===== src/rtl/issue_commit_queue_pkg.sv =====
// Shared configuration for the issue/commit tracking queue.
//   NrScoreboardEntries : default queue depth
//   NrCommitPorts       : default number of commit ports
//   FpgaEn              : default storage mode (1 = no-reset payload array)
//   entry_state_t       : per-entry bookkeeping bits {valid, done}
//   calc_idw()          : entry index width for a given depth
package issue_commit_queue_pkg;

  localparam int unsigned NrScoreboardEntries = 4;
  localparam int unsigned NrCommitPorts       = 1;
  localparam bit          FpgaEn              = 1'b1;

  typedef struct packed {
    logic valid;
    logic done;
  } entry_state_t;

  // A one-bit index is kept even for degenerate depths so vectors stay legal.
  function automatic int unsigned calc_idw(input int unsigned nr_entries);
    return (nr_entries > 2) ? $clog2(nr_entries) : 1;
  endfunction

endpackage


===== src/rtl/issue_commit_queue_ram.sv =====
// Payload storage for the issue/commit queue.
//   clk_i, rst_i : clock and synchronous active-high reset (reset-mode only)
//   we_i, waddr_i, wdata_i : single write port
//   raddr_i : NR_READ_PORTS packed read addresses, port 0 in the LSBs
//   rdata_o : NR_READ_PORTS asynchronous read data, port 0 in the LSBs
module issue_commit_queue_ram #(
  parameter int unsigned NR_ENTRIES    = 4,
  parameter int unsigned NR_READ_PORTS = 1,
  parameter int unsigned DATA_WIDTH    = 32,
  parameter bit          FPGA_EN       = 1'b1,
  parameter int unsigned IDW           = 2
) (
  input  logic                                clk_i,
  input  logic                                rst_i,
  input  logic                                we_i,
  input  logic [IDW-1:0]                      waddr_i,
  input  logic [DATA_WIDTH-1:0]               wdata_i,
  input  logic [NR_READ_PORTS*IDW-1:0]        raddr_i,
  output logic [NR_READ_PORTS*DATA_WIDTH-1:0] rdata_o
);

  logic [DATA_WIDTH-1:0] mem_q [NR_ENTRIES];

  if (FPGA_EN) begin : g_noreset
    // No reset keeps the array mappable onto distributed RAM.
    logic unused_rst;
    assign unused_rst = rst_i;

    always_ff @(posedge clk_i) begin
      if (we_i) mem_q[waddr_i] <= wdata_i;
    end
  end else begin : g_reset
    always_ff @(posedge clk_i) begin
      if (rst_i) begin
        for (int unsigned i = 0; i < NR_ENTRIES; i++) mem_q[i] <= '0;
      end else if (we_i) begin
        mem_q[waddr_i] <= wdata_i;
      end
    end
  end

  always_comb begin
    rdata_o = '0;
    for (int unsigned i = 0; i < NR_READ_PORTS; i++) begin
      rdata_o[i*DATA_WIDTH +: DATA_WIDTH] = mem_q[raddr_i[i*IDW +: IDW]];
    end
  end

endmodule


===== src/rtl/issue_commit_queue.sv =====
// In-order issue/commit tracking queue with out-of-order writeback.
//   clk_i, rst_i     : clock, synchronous active-high reset
//   flush_i          : discard all entries (wins over push/writeback/retire)
//   push_valid_i/push_ready_o/push_data_i/push_id_o : allocation interface
//   wb_valid_i/wb_id_i : mark an allocated entry finished
//   commit_valid_o/commit_data_o/commit_ack_i : NR_COMMIT_PORTS in-order retire ports
//   count_o          : number of occupied entries
module issue_commit_queue
  import issue_commit_queue_pkg::*;
#(
  parameter int unsigned NR_ENTRIES      = NrScoreboardEntries,
  parameter int unsigned NR_COMMIT_PORTS = NrCommitPorts,
  parameter int unsigned DATA_WIDTH      = 32,
  parameter bit          FPGA_EN         = FpgaEn,
  parameter int unsigned IDW             = calc_idw(NR_ENTRIES)
) (
  input  logic                                  clk_i,
  input  logic                                  rst_i,
  input  logic                                  flush_i,
  input  logic                                  push_valid_i,
  output logic                                  push_ready_o,
  input  logic [DATA_WIDTH-1:0]                 push_data_i,
  output logic [IDW-1:0]                        push_id_o,
  input  logic                                  wb_valid_i,
  input  logic [IDW-1:0]                        wb_id_i,
  output logic [NR_COMMIT_PORTS-1:0]            commit_valid_o,
  output logic [NR_COMMIT_PORTS*DATA_WIDTH-1:0] commit_data_o,
  input  logic [NR_COMMIT_PORTS-1:0]            commit_ack_i,
  output logic [IDW:0]                          count_o
);

  entry_state_t st_q [NR_ENTRIES];
  logic [IDW-1:0] head_q, tail_q;
  logic [IDW:0]   count_q;

  logic                       push_fire;
  logic [NR_COMMIT_PORTS-1:0] ack_eff;
  logic [IDW:0]               n_retired;
  logic                       head_ok, ack_ok;
  logic [IDW-1:0]             commit_idx [NR_COMMIT_PORTS];
  logic [NR_COMMIT_PORTS*IDW-1:0] raddr;

  // Full is judged on the registered count only, so a same-cycle retire never admits a push.
  assign push_ready_o = (count_q != (IDW+1)'(NR_ENTRIES));
  assign push_fire    = push_valid_i & push_ready_o;
  assign push_id_o    = tail_q;
  assign count_o      = count_q;

  for (genvar g = 0; g < NR_COMMIT_PORTS; g++) begin : g_idx
    assign commit_idx[g]           = head_q + IDW'(g);
    assign raddr[g*IDW +: IDW]     = commit_idx[g];
  end

  // Port i is valid only if every lower port is; an ack counts only with all lower acks.
  always_comb begin
    commit_valid_o = '0;
    ack_eff        = '0;
    n_retired      = '0;
    head_ok        = 1'b1;
    ack_ok         = 1'b1;
    for (int unsigned i = 0; i < NR_COMMIT_PORTS; i++) begin
      head_ok           = head_ok & st_q[commit_idx[i]].valid & st_q[commit_idx[i]].done;
      commit_valid_o[i] = head_ok;
      ack_ok            = ack_ok & head_ok & commit_ack_i[i];
      ack_eff[i]        = ack_ok;
      if (ack_ok) n_retired = n_retired + (IDW+1)'(1);
    end
  end

  // Writeback is applied before retire and push so that both override it on the same entry.
  always_ff @(posedge clk_i) begin
    if (rst_i || flush_i) begin
      head_q  <= '0;
      tail_q  <= '0;
      count_q <= '0;
      for (int unsigned i = 0; i < NR_ENTRIES; i++) st_q[i] <= '0;
    end else begin
      if (wb_valid_i && st_q[wb_id_i].valid) st_q[wb_id_i].done <= 1'b1;
      for (int unsigned i = 0; i < NR_COMMIT_PORTS; i++) begin
        if (ack_eff[i]) st_q[commit_idx[i]] <= '0;
      end
      if (push_fire) begin
        st_q[tail_q] <= '{valid: 1'b1, done: 1'b0};
        tail_q       <= tail_q + IDW'(1);
      end
      head_q  <= head_q + n_retired[IDW-1:0];
      count_q <= count_q + (IDW+1)'(push_fire) - n_retired;
    end
  end

  issue_commit_queue_ram #(
    .NR_ENTRIES   (NR_ENTRIES),
    .NR_READ_PORTS(NR_COMMIT_PORTS),
    .DATA_WIDTH   (DATA_WIDTH),
    .FPGA_EN      (FPGA_EN),
    .IDW          (IDW)
  ) i_ram (
    .clk_i  (clk_i),
    .rst_i  (rst_i),
    .we_i   (push_fire & ~flush_i),
    .waddr_i(tail_q),
    .wdata_i(push_data_i),
    .raddr_i(raddr),
    .rdata_o(commit_data_o)
  );

endmodule


===== config.mk =====
export PLATFORM = sky130hd
export DESIGN_NAME = issue_commit_queue
export DESIGN_NICKNAME = d
export VERILOG_FILES = /design/src/rtl/issue_commit_queue_pkg.sv /design/src/rtl/issue_commit_queue_ram.sv /design/src/rtl/issue_commit_queue.sv
export SDC_FILE = /design/constraint.sdc
export NUM_CORES = 1
export LEC_CHECK = 0
export CAP_MARGIN = 20
export CORE_MARGIN = 2
export CORE_UTILIZATION = 60
export CTS_BUF_LIST = sky130_fd_sc_hd__clkbuf_8
export CTS_CLUSTER_SIZE = 10
export DETAILED_ROUTE_END_ITERATION = 8
export PLACE_DENSITY = 0.94
export SLEW_MARGIN = 20
export SYNTH_ARGS = -nofsm -noshare
export SYNTH_HDL_FRONTEND = slang
export SYNTH_SLANG_ARGS = --single-unit

===== constraint.sdc =====
create_clock -name clk_i -period 4.3 [get_ports clk_i]
set_input_delay 1.075 -clock clk_i [delete_from_list [all_inputs] [get_ports clk_i]]
set_output_delay 1.075 -clock clk_i [all_outputs]
set_load 0.005 [all_outputs]

==> reports/results.ini <==
[run_status]
status=finished clean

[clocking]
post_cts_buffers=0
cts-htree-levels=4
clkTransAtPathRegs_ns=0.08
post_cts_resized=0
cts_root_buf=clkbuf_8
clock_sinks=143
cts_tree=yes
cts.path.max_buffers=2
ctsHoldBuffers=0
cts-buffers-inserted=17
clk_latency_ns=0.42

[placement]
routabilityCongestion=0.777
port_buffers=78
placed_area_sq_um=6330
post-dp-hpwl_mm=5.93

[detailed_routing]
postRouteAntennaNets=0
post_drt_wl_per_cell_um=20.2
via_per_inst=5.92
drt-initial-drc-count=173
drc=0
vias=2778
drt_pass1_iterations=5
drt-total-wl_mm=9.49

[global_route]
grt_usage_pct=20.9
grt_max_degree=33
grt_pass1_vias=2982
grt_pass1_wl_mm=15.2
overflow=0
antenna_found_initial=0

[yosys]
synth_adder_area_share_pct=1.52
synth_edf_count=128
ys_seq_elements=143
netlist_instances=259
yosys-top-cells-area=edfxtp_1 (71%), mux4_2 (13%), dfxtp_1 (5.5%), ha_1 (1.1%), a211oi_2 (0.69%)
synth_commonest_cells=edfxtp_1 (128), mux4_2 (32), dfxtp_1 (15)
avgSynthCellArea_sq_um=21.0
yosys.area_share.simple_pct=3.95
yosys.area.top_type=edfxtp_1
synth_cell_type_count=35
yosysMostFrequentCell=edfxtp_1
synthFlopType=edfxtp_1
synth.cell_area_sq_um=5450
syn-num-nets=305
synth_compound_area_share_pct=2.99
synth_top_family_by_area=multiplexers
async_flop_share_pct=0
ys_seq_area_share_pct=76.1
synth_xor_area_share_pct=0.643
synthMuxAreaShare_pct=13.2
yosysTopAreaCellShare_pct=70.6
ys_warn_count=0

[timing]
rsz0062_at_grt=false
final-max-slew-violation-count=0
finalCritPeriodShare_pct=84.8
final_hold_viol_count=0
setup_viol=0
period_needed_ns=3.65
worstMarginPinSlew_ns=0.879
fmax_mhz=274
finClkSkew_ns=0.0124
fin_setup_tns_ns=0
relSlewSlack_pct=41.4

[hold_path]
hold_path_class=register to register
hp-start=st_q[0][1]

[layout]
seq_area_sq_um=4150
diodes=0
final_nets=394
drive_gt1_share_pct=23.5
synthToLayoutAreaGrowth_pct=24.3
nFillCells=480
multiInputGateArea_sq_um=1220
design_area_sq_um=6770

[floorplanning]
io_pins=79
fp-row-count=34
die_w_um=99.3
die_y_um=99.3
core_area_sq_um=8760
die-area_sq_um=9860
start_util_pct=62.2

[critical_path]
start_kind=register
crit_chain=buf_4 > mux4_2 > clkdlybuf4s50_1
path_delay_family=buffers and inverters
path_class=register to output port
cp.required_ns=3.22
crit_start=head_q[0]
r2r_start=head_q[1]
worst-path-max-fanout=23
crit_buf_inv=2
end_kind=output port
crit_arrival_ns=2.57
cpPeakStageDelay_ns=0.78
cp_slowest_cell=dfxtp_2

[pwr]
p_clk_share_pct=40.8
p_seq_share_pct=54.6
power_density_nw_per_um2=417
internal_power_mw=2.25
power_frac_comb_pct=4.6
swShare_pct=20.3
switching_power_mw=0.573
power.leakage_nw=2.14
peakVddDrop_uv=227

[flow_run]
cap_violations=0

flip-flops by register name (all words and copies together), names as in the netlist:
signal,cells
st_q,8
push_id_o,2
head_q,2
i_ram.mem_q,128
count_o,3
per-layer routing:
metal  global-route usage [%]  up-vias  share of wire, %
met4                     6.32        0              0.41
met3                     6.82        2               6.9
met2                     35.1      118                53
met1                     26.4     1422                40
li1                         -     1236                 -
met5                        0        -                 0
placed cells by master, fill, tap and decap left out, drive strengths merged:
cell type / n
a22oi: 3
or3b: 1
nor2: 11
dfxtp: 15
nor4bb: 1
clkbuf: 17
nand3: 2
a41oi: 1
nand4: 1
mux4: 32
and4b: 2
a211oi: 3
and3b: 1
xnor2: 4
clkinv: 5
o22ai: 2
edfxtp: 128
clkinvlp: 2
or2: 2
o21ai: 4
ha: 5
fa: 1
a31oi: 1
nor3: 1
nand2: 7
clkdlybuf4s50: 78
nand2b: 1
bufinv: 4
and2: 6
inv: 10
a2111oi: 1
buf: 3
a21oi: 5
nand3b: 1
kinds of logic (layout without fill, tap and decap cells):
family                   count (synthesis)  in the layout
flip-flops                             143            143
AND/OR/NAND/NOR                         37             37
multiplexers                            32             32
AO/OA/AOI/OAI                           20             20
buffers and inverters                   17            119
adder cells (fa/ha/maj)                  6              6
XOR/XNOR                                 4              4
final timing paths:
check / to / slack (ns) / cells after the start
min: st_q[0][1] / 0.50 / 2
min reg2reg: st_q[0][1] / 0.50 / 2
max: commit_data_o[8] / 0.65 / 3
max reg2reg: count_o[2] / 1.87 / 8
per-stage QoR:
| stage | hold slack (ns) | util, % | cells | setup slack (ns) | power (mW) |
|---|---|---|---|---|---|
| 3_3_place_gp | 0.478 | 72.2 | 437 | 1.08 | 1.70 |
| 6_report | 0.495 | 77.3 | 469 | 0.653 | 2.82 |
| 3_5_place_dp | 0.481 | 72.2 | 437 | 1.05 | 1.70 |
| 4_1_cts | 0.494 | 77.3 | 469 | 0.577 | 2.85 |
| 5_1_grt | 0.562 | 77.3 | 469 | 0.460 | 2.91 |
| 2_1_floorplan | 0.462 | - | 259 | 1.82 | 1.62 |
power by group through the flow:
stage	Sequential, mW	Combinational (mW)	Clock, mW
final	1.54	0.129	1.15
after CTS	1.54	0.130	1.17
after detailed placement	1.57	0.129	0
after global routing	1.55	0.139	1.22
after global placement	1.57	0.125	0
after floorplan	1.57	0.0422	0
area by class of cell:
class / instances / share of cell area [%]
clock buffer: 17 / 3.46
clock inverter: 15 / 3.09
inverter: 6 / 0.333
multi-input combinational: 99 / 18.0
sequential: 143 / 61.2
tap: 108 / 2.00
timing repair buffer: 81 / 11.9
tightest hold or removal path: stages (launching register included):
cell and delay [ns]:
dfxtp_1 0.32, o21ai_0 0.07, a21oi_1 0.06
Note: power is estimated with default switching activity, not from simulation.
